## src/rtl/gate_pkg.sv

```systemverilog
// gate_pkg: shared types and constants for the gate dead-time controller.
//   phase_state_e : per-phase FSM state (OFF, DEAD, HIGH, LOW)
//   req_e         : decoded per-phase request, encoded as {hi,lo}
//   GATE_HI_BIT / GATE_LO_BIT : bit positions inside a 2-bit phase slice
package gate_pkg;

  typedef enum logic [1:0] {
    ST_OFF  = 2'd0,
    ST_DEAD = 2'd1,
    ST_HIGH = 2'd2,
    ST_LOW  = 2'd3
  } phase_state_e;

  // Encoding matches the raw {hi,lo} request bits, so decode is a plain cast.
  typedef enum logic [1:0] {
    REQ_OFF     = 2'b00,
    REQ_LOW     = 2'b01,
    REQ_HIGH    = 2'b10,
    REQ_ILLEGAL = 2'b11
  } req_e;

  localparam int unsigned GATE_HI_BIT = 1;
  localparam int unsigned GATE_LO_BIT = 0;

  function automatic req_e decode_req(input logic [1:0] raw);
    return req_e'(raw);
  endfunction

endpackage

```

## src/rtl/phase_deadtime.sv

```systemverilog
// phase_deadtime: one half-bridge phase with break-before-make dead-time.
//   i_clk, i_rst     : clock, synchronous active-high reset
//   i_req[1:0]       : {hi,lo} request for this phase
//   i_deadtime       : dead-time in cycles, sampled only when DEAD is entered
//   i_enable         : low drives the phase towards OFF (through DEAD if on)
//   i_fault_clr      : clears the sticky illegal-request flag
//   o_gate[1:0]      : registered {hi,lo} gate drive
//   o_fault          : sticky flag, set when {hi,lo}=11 is requested
//   o_ready          : low exactly while the phase is in DEAD
//
// state | meaning
// ------+-------------------------------------------------------------
// OFF   | both gates off, may switch straight to HIGH/LOW
// DEAD  | both gates off, counting down the dead-time before new target
// HIGH  | high-side gate on
// LOW   | low-side gate on
module phase_deadtime
  import gate_pkg::*;
#(
  parameter int K_DTRES = 8
) (
  input  logic               i_clk,
  input  logic               i_rst,
  input  logic [1:0]         i_req,
  input  logic [K_DTRES-1:0] i_deadtime,
  input  logic               i_enable,
  input  logic               i_fault_clr,
  output logic [1:0]         o_gate,
  output logic               o_fault,
  output logic               o_ready
);

  localparam logic [K_DTRES-1:0] CNT_ONE = K_DTRES'(1);

  phase_state_e       state_q, state_d;
  logic [K_DTRES-1:0] cnt_q, cnt_d;
  logic [1:0]         gate_q, gate_d;
  logic               fault_q, fault_d;

  req_e         req;
  phase_state_e target;

  always_comb begin
    req = decode_req(i_req);

    // Illegal and disabled requests both collapse to OFF.
    target = ST_OFF;
    if (i_enable) begin
      if (req == REQ_HIGH) begin
        target = ST_HIGH;
      end else if (req == REQ_LOW) begin
        target = ST_LOW;
      end
    end

    state_d = state_q;
    cnt_d   = cnt_q;

    case (state_q)
      ST_OFF: begin
        state_d = target;
      end
      ST_HIGH, ST_LOW: begin
        if (target != state_q) begin
          state_d = ST_DEAD;
          cnt_d   = (i_deadtime == '0) ? CNT_ONE : i_deadtime;
        end
      end
      ST_DEAD: begin
        // Leave on the edge after count 1; the target is whatever is
        // requested at that moment, so mid-dead changes never restart.
        if (cnt_q <= CNT_ONE) begin
          state_d = target;
          cnt_d   = '0;
        end else begin
          cnt_d = cnt_q - CNT_ONE;
        end
      end
      default: begin
        state_d = ST_OFF;
        cnt_d   = '0;
      end
    endcase

    // Gates follow the next state so o_gate is a clean register output.
    gate_d = 2'b00;
    if (state_d == ST_HIGH) begin
      gate_d[GATE_HI_BIT] = 1'b1;
    end else if (state_d == ST_LOW) begin
      gate_d[GATE_LO_BIT] = 1'b1;
    end

    // A new illegal request wins over a simultaneous clear.
    fault_d = fault_q;
    if (req == REQ_ILLEGAL) begin
      fault_d = 1'b1;
    end else if (i_fault_clr) begin
      fault_d = 1'b0;
    end
  end

  always_ff @(posedge i_clk) begin
    if (i_rst) begin
      state_q <= ST_OFF;
      cnt_q   <= '0;
      gate_q  <= 2'b00;
      fault_q <= 1'b0;
    end else begin
      state_q <= state_d;
      cnt_q   <= cnt_d;
      gate_q  <= gate_d;
      fault_q <= fault_d;
    end
  end

  assign o_gate  = gate_q;
  assign o_fault = fault_q;
  assign o_ready = (state_q != ST_DEAD);

endmodule

```

## src/rtl/gate_deadtime.sv

```systemverilog
// gate_deadtime: multi-phase gate driver with per-phase dead-time insertion.
//   i_clk, i_rst   : clock, synchronous active-high reset
//   i_cmd          : commutation command, bit 2k+1 = hi of phase k, 2k = lo
//   i_deadtime     : dead-time in cycles (0 behaves as 1), shared by phases
//   i_enable       : low forces all phases towards OFF
//   i_fault_clr    : single-cycle clear of the sticky per-phase faults
//   o_gate         : registered gate drive, same bit mapping as i_cmd
//   o_fault        : per-phase sticky illegal-request flag
//   o_ready        : per-phase, low while in dead-time
module gate_deadtime
  import gate_pkg::*;
#(
  parameter int K_DTRES  = 8,
  parameter int K_NPHASE = 3
) (
  input  logic                  i_clk,
  input  logic                  i_rst,
  input  logic [2*K_NPHASE-1:0] i_cmd,
  input  logic [K_DTRES-1:0]    i_deadtime,
  input  logic                  i_enable,
  input  logic                  i_fault_clr,
  output logic [2*K_NPHASE-1:0] o_gate,
  output logic [K_NPHASE-1:0]   o_fault,
  output logic [K_NPHASE-1:0]   o_ready
);

  for (genvar g = 0; g < K_NPHASE; g++) begin : g_phase
    phase_deadtime #(
      .K_DTRES(K_DTRES)
    ) u_phase (
      .i_clk       (i_clk),
      .i_rst       (i_rst),
      .i_req       (i_cmd[2*g+1:2*g]),
      .i_deadtime  (i_deadtime),
      .i_enable    (i_enable),
      .i_fault_clr (i_fault_clr),
      .o_gate      (o_gate[2*g+1:2*g]),
      .o_fault     (o_fault[g]),
      .o_ready     (o_ready[g])
    );
  end

endmodule

```

## config.mk

```make
export PLATFORM = sky130hd
export DESIGN_NAME = gate_deadtime
export DESIGN_NICKNAME = d
export VERILOG_FILES = /design/src/rtl/gate_pkg.sv /design/src/rtl/phase_deadtime.sv /design/src/rtl/gate_deadtime.sv
export SDC_FILE = /design/constraint.sdc
export NUM_CORES = 1
export LEC_CHECK = 0
export CORE_ASPECT_RATIO = 1.4
export CORE_UTILIZATION = 25
export DETAILED_ROUTE_END_ITERATION = 7
export PLACE_DENSITY_LB_ADDON = 0.1
export SYNTH_ARGS = -nofsm -noshare
export SYNTH_HDL_FRONTEND = slang
export SYNTH_SLANG_ARGS = --single-unit
```

## constraint.sdc

```tcl
create_clock -name i_clk -period 3.4 [get_ports i_clk]
set_input_delay 0.34 -clock i_clk [delete_from_list [all_inputs] [get_ports i_clk]]
set_output_delay 0.34 -clock i_clk [all_outputs]
set_load 0.01 [all_outputs]
```

==> flow_summary_export.csv <==
group,metric,value,unit
critical_path,r2r-start,"g_phase[1].u_phase.state_q[0]",
clock_network,cts_buffer_depth,2,
clock_network,postCtsResizedCells,0,
synthesis,synth_cells,313,
synthesis,ys_top_cells_by_area,"dfxtp_1 (31%), ha_1 (6.0%), a21oi_1 (3.8%)",
critical_path,required,3060,ps
drt,routed_wl,7670,microns
synthesis,synth-simple-area-share,26.0,%
floorplanning,dieArea,10400,sq um
cells_and_area,mostFrequentLayoutCells,"dfxtp_1 (39), clkdlybuf4s50_1 (29), nor2_1 (24)",
sta,relSlewSlack,53.3,%
drt,drtIter0Drc,113,
hold_path,hold_path.startpoint,"g_phase[2].u_phase.o_fault",
synthesis,synth.distinct_cells,62,
synthesis,synth-xor-area-share,0.349,%
cells_and_area,stdcell_count,465,
clock_network,htree_levels,2,
critical_path,worst_ep_arrival_time,2110,ps
sta,worst_slack,952,ps
synthesis,yosys-mux-area-fraction,0.399,%
critical_path,worst_setup_path_start_kind,"register",
clock_network,insertion_delay,280,ps
floorplanning,die_w,86.7,microns
place,place_area,2890,sq um
synthesis,synth_compound_area_share,29.1,%
synthesis,async_flop_share,0,%
power,power_leakage,1.16,nW
clock_network,cts_hold_buf,0,
floorplanning,die_y,121,microns
sta,tightest_slew,699,ps
sta,min_period_over_period,72.0,%
clock_network,cts.clk_slew.worst_paths,60,ps
clock_network,cts_tree,"done",
drt,firstDrtPassIters,5,
grt,grt_pass1_vias,2456,
critical_path,timing.rr.end,"g_phase[1].u_phase.cnt_q[3]",
cells_and_area,fin_area,3030,sq um
grt,grt_usage,15.7,%
drt,vias_per_cell,5.35,
sta,maxSlewViolCount,0,
place,place_congestion,0.842,
clock_network,numCtsBuffers,5,
sta,period_needed,2450,ps
floorplanning,row_count,42,
synthesis,yosysTopAreaCellShare,31.1,%
clock_network,post_cts_buffers,0,
synthesis,synth_edf_count,0,
floorplanning,start_util,26.1,%
outcome,status,"completed",
drt,num_vias,2490,
clock_network,cts.sinks,39,
critical_path,reg2reg_slack,1180,ps
synthesis,syn_nets,343,
drt,ant_nets,0,
sta,timing.hold.ws,478,ps
cells_and_area,area_growth_syn_to_layout,20.7,%
floorplanning,ioPinCount,30,
power,max-vdd-ir-drop,0.206,mV
sta,final.setup.tns,0,ps
cells_and_area,antenna_cells,0,
critical_path,cp-end-kind,"primary output",
synthesis,yosys_warnings,0,
cells_and_area,layout_commonest_cell,"dfxtp_1",
grt,grt_max_degree,28,
synthesis,syn_area,2510,sq um
run,drv_cap,0,
drt,drc_errors,0,
synthesis,synth_top_family_by_area,"compound AO/OA/AOI/OAI gates",
synthesis,synth.avg_cell_area,8.02,sq um
power,total_power,2.02,mW
cells_and_area,utilization,31.5,%
place,place_worst_setup_slack,983,ps
grt,grt_pass1_wl,12600,microns
place,placed_cells,458,
hold_path,min_to,"g_phase[2].u_phase.o_fault",
cells_and_area,drive_gt1_share,7.21,%
synthesis,synth_seq_cells,39,
sta,fin_skew,6.15,ps
critical_path,reg2reg_depth,5,
place,port_buffers,29,
sta,setup_viol,0,
floorplanning,floorplan.core_area,9620,sq um
critical_path,crit_fanout,10,
hold_path,hp-class,"register to register",
place,post-dp-hpwl,5600,microns
grt,gr-total-overflow,0,
power,power_density,667,nW/um^2
synthesis,yosysSeqAreaShare,31.1,%
hold_path,hold_depth,2,
cells_and_area,finalNetCount,363,
critical_path,critical_path_class,"register to primary output",
drt,wl_per_cell,16.5,microns
sta,rsz0062_at_grt,"no",
grt,antenna_found_initial,0,
sta,hold_violations,0,
sta,fmax,0.409,GHz
synthesis,ys.flop_type,"dfxtp_1",
synthesis,synthAdderAreaFrac,5.98,%
clock_network,root_buffer,"clkbuf_16",
synthesis,synth.largest_area_cell,"dfxtp_1",
-- cell type report --
class	instances	area, sq um
fill	1052	6590
multi-input combinational	234	1550
sequential	39	781
timing repair buffer	31	305
tap	132	165
clock buffer	6	139
inverter	22	82.6
clock inverter	1	5.00
-- power breakdown --
group | total, mW | internal [mW] | switching, mW
Combinational | 0.887 | 0.360 | 0.526
Sequential | 0.665 | 0.546 | 0.119
Clock | 0.469 | 0.286 | 0.183
Total | 2.02 | 1.19 | 0.828
-- worst max-delay path, stage by stage, from the launching register on --
cell and delay (ps):
dfxtp_1 420, nor2b_1 600, inv_2 250, clkdlybuf4s50_1 550
-- registers in the layout (all words and copies together), names as in the netlist --
| signal | cells |
|---|---|
| g_phase.u_phase.o_gate | 6 |
| g_phase.u_phase.state_q | 6 |
| g_phase.u_phase.cnt_q | 24 |
| g_phase.u_phase.o_fault | 3 |
-- kinds of logic (layout without fill, tap and decap cells) --
logic type | after synthesis | count (layout)
and+or+nand+nor | 120 | 120
xor gates and xnor gates | 1 | 1
buffers and inverters | 40 | 60
adders and majority gates | 12 | 12
muxes | 1 | 1
AOI/OAI and AO/OA | 100 | 100
DFF | 39 | 39
-- worst max path at each step --
| stage | start | endpoint | slack, ps | cells past startpoint |
|---|---|---|---|---|
| 2_1_floorplan | g_phase[2].u_phase.cnt_q[0] | g_phase[2].u_phase.cnt_q[3] | 1610 | 6 |
| 3_3_place_gp | i_cmd[5] | g_phase[2].u_phase.cnt_q[3] | 990 | 7 |
| 3_5_place_dp | i_cmd[5] | g_phase[2].u_phase.cnt_q[3] | 980 | 7 |
| 4_1_cts | g_phase[1].u_phase.state_q[0] | o_ready[1] | 980 | 3 |
| 5_1_grt | g_phase[1].u_phase.state_q[0] | o_ready[1] | 920 | 3 |
| 6_report | g_phase[1].u_phase.state_q[0] | o_ready[1] | 950 | 3 |
-- routing by layer --
| layer | vias up | track usage, % | wire length, microns |
|---|---|---|---|
| li1 | 1225 | - | - |
| met1 | 1195 | 18.4 | 3390 |
| met2 | 62 | 28.3 | 3920 |
| met3 | 8 | 2.66 | 247 |
| met4 | 0 | 5.73 | 108 |
| met5 | - | 0 | 0 |
-- Yosys cell counts, types with 4 or more instances --
library cell / instances
dfxtp_1: 39
nor2_1: 24
inv_1: 21
a21oi_1: 19
nand2_1: 18
o21ai_0: 13
ha_1: 12
nor3_1: 12
nand3_1: 11
nor4_1: 10
clkbuf_1: 7
nand2b_1: 7
nor2b_1: 7
a31oi_1: 6
buf_4: 6
a32oi_1: 5
o211ai_1: 5
or2_2: 5
or3_1: 5
a211oi_1: 4
buf_2: 4
nand4_1: 4
o31ai_1: 4
o41ai_1: 4
Power figures use the tool's default switching activity.
